===== config.mk =====
export PLATFORM = sky130hd
export DESIGN_NAME = stereo_sample_fifo_flat
export DESIGN_NICKNAME = d
export VERILOG_FILES = /design/src/rtl/stereo_sample_fifo_if.sv /design/src/rtl/stereo_sample_fifo.sv /design/src/flat_wrapper.sv
export SDC_FILE = /design/constraint.sdc
export NUM_CORES = 1
export LEC_CHECK = 0
export CAP_MARGIN = 20
export CORE_UTILIZATION = 40
export CTS_BUF_LIST = sky130_fd_sc_hd__clkbuf_8
export DETAILED_ROUTE_END_ITERATION = 10
export PLACE_DENSITY = 0.67
export SYNTH_ARGS = -nofsm -noshare
export SYNTH_HDL_FRONTEND = slang
export SYNTH_SLANG_ARGS = --single-unit

===== constraint.sdc =====
create_clock -name clk -period 5.4 [get_ports clk]
set_clock_uncertainty 0.1 [all_clocks]
set_input_delay 1.08 -clock clk [delete_from_list [all_inputs] [get_ports clk]]
set_output_delay 1.08 -clock clk [all_outputs]
set_load 0.005 [all_outputs]

===== src/rtl/stereo_sample_fifo_if.sv =====
// Handshake bundle for stereo_sample_fifo: sample write strobes, converter
// read request/response, fill level and sticky status.
// master = sample source / converter / CPU side, slave = the FIFO itself.
interface stereo_sample_fifo_if #(
  parameter int ADDR_W = 4,
  parameter int DATA_W = 24
);
  logic              l_data_en;
  logic              r_data_en;
  logic [DATA_W-1:0] l_data;
  logic [DATA_W-1:0] r_data;
  logic              rd_req;
  logic              dout_valid;
  logic [DATA_W-1:0] l_data_out;
  logic [DATA_W-1:0] r_data_out;
  logic [ADDR_W:0]   level;
  logic              clr_status;
  logic [2:0]        status;

  modport master (
    output l_data_en, r_data_en, l_data, r_data, rd_req, clr_status,
    input  dout_valid, l_data_out, r_data_out, level, status
  );

  modport slave (
    input  l_data_en, r_data_en, l_data, r_data, rd_req, clr_status,
    output dout_valid, l_data_out, r_data_out, level, status
  );
endinterface


===== src/rtl/stereo_sample_fifo.sv =====
// stereo_sample_fifo: pairs left/right sample strobes into stereo frames,
// buffers them in a circular FIFO and returns one frame per converter
// request. Underflow, overflow and pairing errors raise sticky status bits.
//
// Build option: define UNDERFLOW_HOLD_EN to repeat the last successfully
// read frame on underflow; otherwise an underflow read outputs silence (0).
module stereo_sample_fifo #(
  parameter int ADDR_W = 4,
  parameter int DATA_W = 24
) (
  input  logic                 clk,
  input  logic                 reset,
  input  logic                 run,
  stereo_sample_fifo_if.slave  bus
);
  localparam int DEPTH   = 1 << ADDR_W;
  localparam int FRAME_W = 2 * DATA_W;
  localparam logic [ADDR_W:0] FULL_LEVEL = (ADDR_W + 1)'(DEPTH);

  localparam int ST_UNDERFLOW = 0;
  localparam int ST_OVERFLOW  = 1;
  localparam int ST_PAIR_ERR  = 2;

  // NOTE: frame storage has no reset; pointers and level define which
  // entries are valid, so clearing the array would only cost reset fan-out.
  logic [FRAME_W-1:0] mem [DEPTH];

  logic [DATA_W-1:0]  l_hold;
  logic               l_pending;
  logic [ADDR_W-1:0]  wr_ptr;
  logic [ADDR_W-1:0]  rd_ptr;
  logic [ADDR_W:0]    level_q;
  logic               dout_valid_q;
  logic [DATA_W-1:0]  l_out_q;
  logic [DATA_W-1:0]  r_out_q;
  logic [2:0]         status_q;

  logic               frame_wr;
  logic [FRAME_W-1:0] frame_data;
  logic               pair_err_set;
  logic               empty;
  logic               full;
  logic               rd_accept;
  logic               wr_accept;
  logic               overflow_set;
  logic               underflow_set;

  // Decode the strobes into a frame write request and pairing errors.
  // NOTE: every output of this block gets a default first, so no path
  // leaves a signal unassigned and no latch is inferred.
  always_comb begin
    frame_wr     = 1'b0;
    frame_data   = {l_hold, bus.r_data};
    pair_err_set = 1'b0;
    if (bus.l_data_en && bus.r_data_en) begin
      frame_wr   = 1'b1;
      frame_data = {bus.l_data, bus.r_data};
    end else if (bus.l_data_en) begin
      pair_err_set = l_pending;
    end else if (bus.r_data_en) begin
      frame_wr     = l_pending;
      pair_err_set = !l_pending;
    end
  end

  // Acceptance: a read frees a slot in the same cycle, so a full FIFO
  // still takes a write when a read is accepted alongside it.
  assign empty         = (level_q == '0);
  assign full          = (level_q == FULL_LEVEL);
  assign rd_accept     = run && bus.rd_req && !empty;
  assign wr_accept     = run && frame_wr && (!full || rd_accept);
  assign overflow_set  = run && frame_wr && !wr_accept;
  assign underflow_set = run && bus.rd_req && empty;

  // Pairing register: latest left sample waiting for its right partner.
  // NOTE: all sequential state uses non-blocking assignments so every
  // register samples pre-edge values regardless of block ordering.
  always_ff @(posedge clk) begin
    if (reset || !run) begin
      l_hold    <= '0;
      l_pending <= 1'b0;
    end else if (bus.l_data_en && bus.r_data_en) begin
      l_pending <= 1'b0;
    end else if (bus.l_data_en) begin
      l_hold    <= bus.l_data;
      l_pending <= 1'b1;
    end else if (bus.r_data_en) begin
      l_pending <= 1'b0;
    end
  end

  // Frame memory write port.
  always_ff @(posedge clk) begin
    if (!reset && wr_accept) begin
      mem[wr_ptr] <= frame_data;
    end
  end

  // Pointers and level counter; run low holds the FIFO flushed.
  always_ff @(posedge clk) begin
    if (reset || !run) begin
      wr_ptr  <= '0;
      rd_ptr  <= '0;
      level_q <= '0;
    end else begin
      if (wr_accept) wr_ptr <= wr_ptr + 1'b1;
      if (rd_accept) rd_ptr <= rd_ptr + 1'b1;
      case ({wr_accept, rd_accept})
        2'b10:   level_q <= level_q + 1'b1;
        2'b01:   level_q <= level_q - 1'b1;
        default: level_q <= level_q;
      endcase
    end
  end

  // Read response: one-cycle valid strobe; data held until the next one.
  always_ff @(posedge clk) begin
    if (reset || !run) begin
      dout_valid_q <= 1'b0;
      l_out_q      <= '0;
      r_out_q      <= '0;
    end else begin
      dout_valid_q <= bus.rd_req;
      if (rd_accept) begin
        {l_out_q, r_out_q} <= mem[rd_ptr];
      end else if (bus.rd_req) begin
`ifdef UNDERFLOW_HOLD_EN
        l_out_q <= l_out_q;
        r_out_q <= r_out_q;
`else
        l_out_q <= '0;
        r_out_q <= '0;
`endif
      end
    end
  end

  // Sticky status: a set event in the same cycle as clr_status wins.
  always_ff @(posedge clk) begin
    if (reset) begin
      status_q <= '0;
    end else begin
      status_q <= (bus.clr_status ? 3'b000 : status_q)
                | ({2'b00, underflow_set}                        << ST_UNDERFLOW)
                | ({2'b00, overflow_set}                         << ST_OVERFLOW)
                | ({2'b00, (run && pair_err_set)}                << ST_PAIR_ERR);
    end
  end

  assign bus.dout_valid = dout_valid_q;
  assign bus.l_data_out = l_out_q;
  assign bus.r_data_out = r_out_q;
  assign bus.level      = level_q;
  assign bus.status     = status_q;
endmodule


===== src/flat_wrapper.sv =====
// flat-port wrapper written by rule: the top's interface ports become plain ports
module stereo_sample_fifo_flat 
#(
  parameter int ADDR_W = 4,
  parameter int DATA_W = 24
)
  (clk, reset, run, bus_l_data_en, bus_r_data_en, bus_l_data, bus_r_data, bus_rd_req, bus_clr_status, bus_dout_valid, bus_l_data_out, bus_r_data_out, bus_level, bus_status);
  stereo_sample_fifo_if #(.ADDR_W(ADDR_W), .DATA_W(DATA_W)) bus_i ();
  input  logic clk;
  input  logic reset;
  input  logic run;
  input wire logic [$bits(bus_i.l_data_en)-1:0] bus_l_data_en;
  input wire logic [$bits(bus_i.r_data_en)-1:0] bus_r_data_en;
  input wire logic [$bits(bus_i.l_data)-1:0] bus_l_data;
  input wire logic [$bits(bus_i.r_data)-1:0] bus_r_data;
  input wire logic [$bits(bus_i.rd_req)-1:0] bus_rd_req;
  input wire logic [$bits(bus_i.clr_status)-1:0] bus_clr_status;
  output wire logic [$bits(bus_i.dout_valid)-1:0] bus_dout_valid;
  output wire logic [$bits(bus_i.l_data_out)-1:0] bus_l_data_out;
  output wire logic [$bits(bus_i.r_data_out)-1:0] bus_r_data_out;
  output wire logic [$bits(bus_i.level)-1:0] bus_level;
  output wire logic [$bits(bus_i.status)-1:0] bus_status;
  assign bus_i.l_data_en = bus_l_data_en;
  assign bus_i.r_data_en = bus_r_data_en;
  assign bus_i.l_data = bus_l_data;
  assign bus_i.r_data = bus_r_data;
  assign bus_i.rd_req = bus_rd_req;
  assign bus_i.clr_status = bus_clr_status;
  assign bus_dout_valid = bus_i.dout_valid;
  assign bus_l_data_out = bus_i.l_data_out;
  assign bus_r_data_out = bus_i.r_data_out;
  assign bus_level = bus_i.level;
  assign bus_status = bus_i.status;
  stereo_sample_fifo #(.ADDR_W(ADDR_W), .DATA_W(DATA_W)) u_core (.clk(clk), .reset(reset), .run(run), .bus(bus_i));
endmodule

Yosys cells after proc, flatten, opt, wreduce, memory -nomap -nowiden
Memories as Yosys holds them, arrays and structs flattened. A register that Yosys moved wholly into a read port is not among the register bits. Index checks and enable logic that the tools add are counted.

Register bits: 90. Bits in latches: 0. Memory bits (writable): 768. ROM bits: 0. Bits of input ports: 55. Logic and storage cells: 62. Memories: 1.

Memories: u_core.mem (depth 16, bits a word 48, rd ports 1, clocked after memory_dff 1, wr ports 1, line stereo_sample_fifo.sv:26) `logic [FRAME_W-1:0] mem [DEPTH];`.

$add $sub $neg: 4. $mul: 0. Divide/modulo/power cells: 0. Magnitude comparators: 0. Equality and inequality tests: 3. Shift-type cells: 0. Multiplexer cells: 18. Bitwise logic cells: 4. Reduce and logical (&&, ||, !) cells: 23.

Operator list (number): 24-bit 2-to-1 mux (3); 48-bit 2-to-1 mux (1); 1-bit 2-to-1 mux (10); 5-bit one-hot mux with 2 select lines (1); 1-bit logical AND (9); 4-bit by 1-bit adder with 4-bit output (second input constant) (2); 4-bit 2-to-1 mux (2); 1-bit logical NOT (6); 2-bit nonzero test (3); 5-bit by 1-bit adder with 5-bit output (second input constant) (1); 5-bit == test (second input constant) (1); 5-bit logical NOT (1); 5-bit by 1-bit subtractor with 5-bit output (second input constant) (1); 3-bit 2-to-1 mux (1); 3-bit by 1-bit OR with 3-bit output (1); 3-bit by 2-bit OR with 3-bit output (1); 3-bit OR (1); 2-bit by 1-bit == test with 1-bit output (second input constant) (1); 2-bit == test (second input constant) (1); 1-bit logical OR (2); 2-bit AND reduction (1); 2-bit OR reduction (1); 1-bit NOT (1).

Logic depth before layout (Yosys ltp)
Depth after elaboration: 9. Depth in mapped cells: 9. Gate-level depth less buffers: 8.

Least setup slack after synthesis
No wires, ideal clock.

Kind: input to register. From: input bus_rd_req. To: memory u_core.mem[12][0] (netlist bit), enable pin. Setup time: 0.454 ns. Arrival time: 4.037 ns. Path slack: 0.809 ns. Cell stages on the path: 5. Path through: clkbuf_1 > nor2b_1 > a21oi_1 > nand2_1 > nor2_1.

Word-level cells in the longest chain between the ends: 7.

RTL lines: start: declaration (line flat_wrapper.sv:16) `input wire logic [$bits(bus_i.rd_req)-1:0] bus_rd_req;`; 1-bit logical AND (2 in a row) (line stereo_sample_fifo.sv:70) `assign rd_accept = run && bus.rd_req && !empty;`; 1-bit logical OR (line stereo_sample_fifo.sv:71) `assign wr_accept = run && frame_wr && (!full || rd_accept);`; 1-bit logical AND (line stereo_sample_fifo.sv:71); 1-bit logical AND (line stereo_sample_fifo.sv:94) `if (!reset && wr_accept) begin`; 1-bit 2-to-1 mux (line stereo_sample_fifo.sv:94); 1-bit 2-to-1 mux (implied by the code) (line stereo_sample_fifo.sv:95) `mem[wr_ptr] <= frame_data;`; end: declaration (line stereo_sample_fifo.sv:26).

No other way between the ends.

Final worst setup path
From: input bus_rd_req. To: memory u_core.mem[12][15] (netlist bit), enable pin.

The elaborated chain is that of the path after synthesis.

==> reports/metrics.cfg <==
[sta]
rsz0062_at_grt=false
min_period_over_period_pct=65.4
hold_viol=0
finalSetupTns_ps=0
post-route-min-period_ps=3530
setup_viol=0
drv_slew=0
fmax_mhz=283
relSlewSlack_pct=27.2
worstMarginPinSlew_ps=1090

[synthesis]
synth_top_cell_by_area=edfxtp_1
netlist_instances=1658
synthSimpleGateAreaFrac_pct=2.09
synth_warnings=0
synth_compound_area_share_pct=5.28
synthMuxAreaShare_pct=15.0
yosysUniqueCellTypes=47
synth_common_cells=edfxtp_1 (768), mux4_2 (152), mux2i_1 (124), dfxtp_1 (94), nand2_1 (66)
yosysTopAreaCellShare_pct=69.9
syn_avg_cell_area_um2=19.9
synth_edf_count=768
syn-num-nets=1722
synth_top_family_by_area=multiplexers
synth_area_um2=33000
ys_seq_elements=862
yosysSeqAreaShare_pct=75.6
synthAdderAreaFrac_pct=0.364
postSynth.asyncResetShare_pct=0
synthFlopType=edfxtp_1
synth-xor-area-share_pct=0.159
synth_most_common_cell=edfxtp_1
synth_area_leaders=edfxtp_1 (70%), mux4_2 (10%), dfxtp_1 (5.7%), mux2i_1 (3.8%), a2bb2oi_1 (1.6%)

[clock_network]
clkSlewWorstSetupHoldPaths_ps=60
hold_buffers=0
clockBufferDepth=3
cts_resized=0
ctsHtreeMaxLevel=4
cts_setup_buffers=0
insertion_delay_ps=770
clock_tree.root_cell=clkbuf_8
cts_made_buffers=140
cts_sinks=862
cts_tree=built

[finish]
fin_nets=1919
fin_cells=3028
areaGrowthSynthToFinish_pct=15.8
drive_gt1_share_pct=22.8

[setup_path]
slowest_delay_ps=740
crit_fanout=26
crit_chain=clkdlybuf4s50_1 -> nor2b_1 -> a21oi_1 -> nand2_1 -> nor2_4 -> buf_12
r2r_end=u_core.bus.r_data_out[11]$_SDFFE_PP0P_
crit_required_ps=5730
reg2reg_slack_ps=2100
path_class=input pin to register
arrival_ps=3860
crit_slowest_cell=clkdlybuf4s50_1
critPathCaptureType=register
rr_worst_depth=4
cp-start-kind=input pin

[drt]
dr.pass1.iters=8
viasPerCell=5.41
drtAntennaViolNets=0
vias=16400
routed_wl_um=71700
drc_errors=0
drt_iter0_drc=1110
wl_per_cell_um=23.7

[floorplan]
io-pin-count=112
die_width_um=289
die_area_um2=83600
initial_core_util_pct=40.7
core_um2=81100
dieHeight_um=289
fp-row-count=104

[min_path]
holdPathEnd=u_core.l_hold[3]$_SDFFE_PP0P_
hold_path.class=register to register
hold_path_startpoint=u_core.l_hold[3]$_SDFFE_PP0P_
hold_depth=2

[global_route]
grt_usage_pct=17.4
grt_pass1_wl_um=107000
antenna_found_initial=3
grt_overflow=0
grt_max_degree=60
grt_pass1_vias=17200

[place]
numPortBuffers=111
gp_congestion=0.743
place_inst=2773
hpwl_um=42100

[pwr]
p_per_area_nw_per_um2=335
ir_drop_v=0.000214
finalPower_w=0.0128
power_leakage_nw=12.1

[status]
status=finished clean

[run]
cap_violations=0

-- power by group --
part | internal (W) | switching (W)
Sequential | 0.00727 | 0.0000106
Clock | 0.00270 | 0.00252
Combinational | 0.0000955 | 0.000181
-- logic make-up after synthesis --
| group | after synthesis |
|---|---|
| xor gates and xnor gates | 6 |
| and+or+nand+nor | 152 |
| buffers and inverters | 106 |
| DFF | 862 |
| AOI/OAI and AO/OA | 223 |
| adders and majority gates | 9 |
| muxes | 300 |
-- worst max path at each step --
stage	start	to	depth (start not counted)
2_1_floorplan	bus_rd_req	u_core.mem[12][0]$_DFFE_PP_	5
3_3_place_gp	bus_rd_req	u_core.mem[12][12]$_DFFE_PP_	6
3_5_place_dp	bus_rd_req	u_core.mem[12][12]$_DFFE_PP_	6
4_1_cts	run	u_core.mem[12][7]$_DFFE_PP_	6
5_1_grt	bus_rd_req	u_core.mem[12][15]$_DFFE_PP_	6
6_report	bus_rd_req	u_core.mem[12][15]$_DFFE_PP_	6
-- per-layer routing --
layer,wire (um),up-vias,track usage [%]
met3,4260,117,3.22
met2,35800,525,29.1
met1,29900,8539,22.6
met5,0,-,0
met4,1730,0,6.47
li1,-,7205,-
-- cell usage in the layout, fill, tap and decap left out, types with 22 or more instances in the layout --
| cell | netlist | routed |
|---|---|---|
| a21oi_1 | 35 | 35 |
| a2bb2oi_1 | 60 | 60 |
| buf_4 | 2 | 33 |
| clkbuf_8 | 0 | 152 |
| clkdlybuf4s50_1 | 0 | 111 |
| clkinv_1 | 0 | 23 |
| dfxtp_1 | 94 | 91 |
| edfxtp_1 | 768 | 768 |
| inv_1 | 5 | 52 |
| mux2_2 | 24 | 24 |
| mux2i_1 | 124 | 124 |
| mux4_2 | 152 | 152 |
| nand2_1 | 66 | 66 |
| nor2b_1 | 23 | 22 |
| o21ai_0 | 29 | 29 |
-- area by class of cell --
class	count	area [um2]
antenna	3	7.51
sequential	862	25000
fill	6561	42900
timing repair buffer	155	1580
clock buffer	152	2090
clock inverter	100	520
multi-input combinational	690	7690
tap	1060	1330
inverter	6	23.8
-- worst max-delay path, delay by kind of cell --
| family | cells | cell delay [ps] |
|---|---|---|
| buffers and inverters | 2 | 1020 |
| and+or+nand+nor | 3 | 1250 |
| AOI/OAI and AO/OA | 1 | 450 |
-- metrics by stage --
step	util [%]	worst slack (ps)	hold slack (ps)	area, um2
after floorplan	-	809	333	33000
after global placement	43.9	1160	338	35600
after detailed placement	43.9	1110	347	35600
after CTS	47.1	1920	356	38200
after global routing	47.1	1790	375	38200
final	47.1	1870	355	38200
-- flip-flops by register name, summed over array words and instances, names as in the netlist, named ones only --
register / flops
u_core.bus.status: 3
u_core.l_hold: 24
u_core.bus.l_data_out: 24
u_core.bus.r_data_out: 24
u_core.bus.dout_valid: 1
u_core.bus.level: 5
u_core.wr_ptr: 4
u_core.l_pending: 1
u_core.rd_ptr: 4
u_core.mem: 768
No activity file was read; power rests on OpenSTA's default activity.
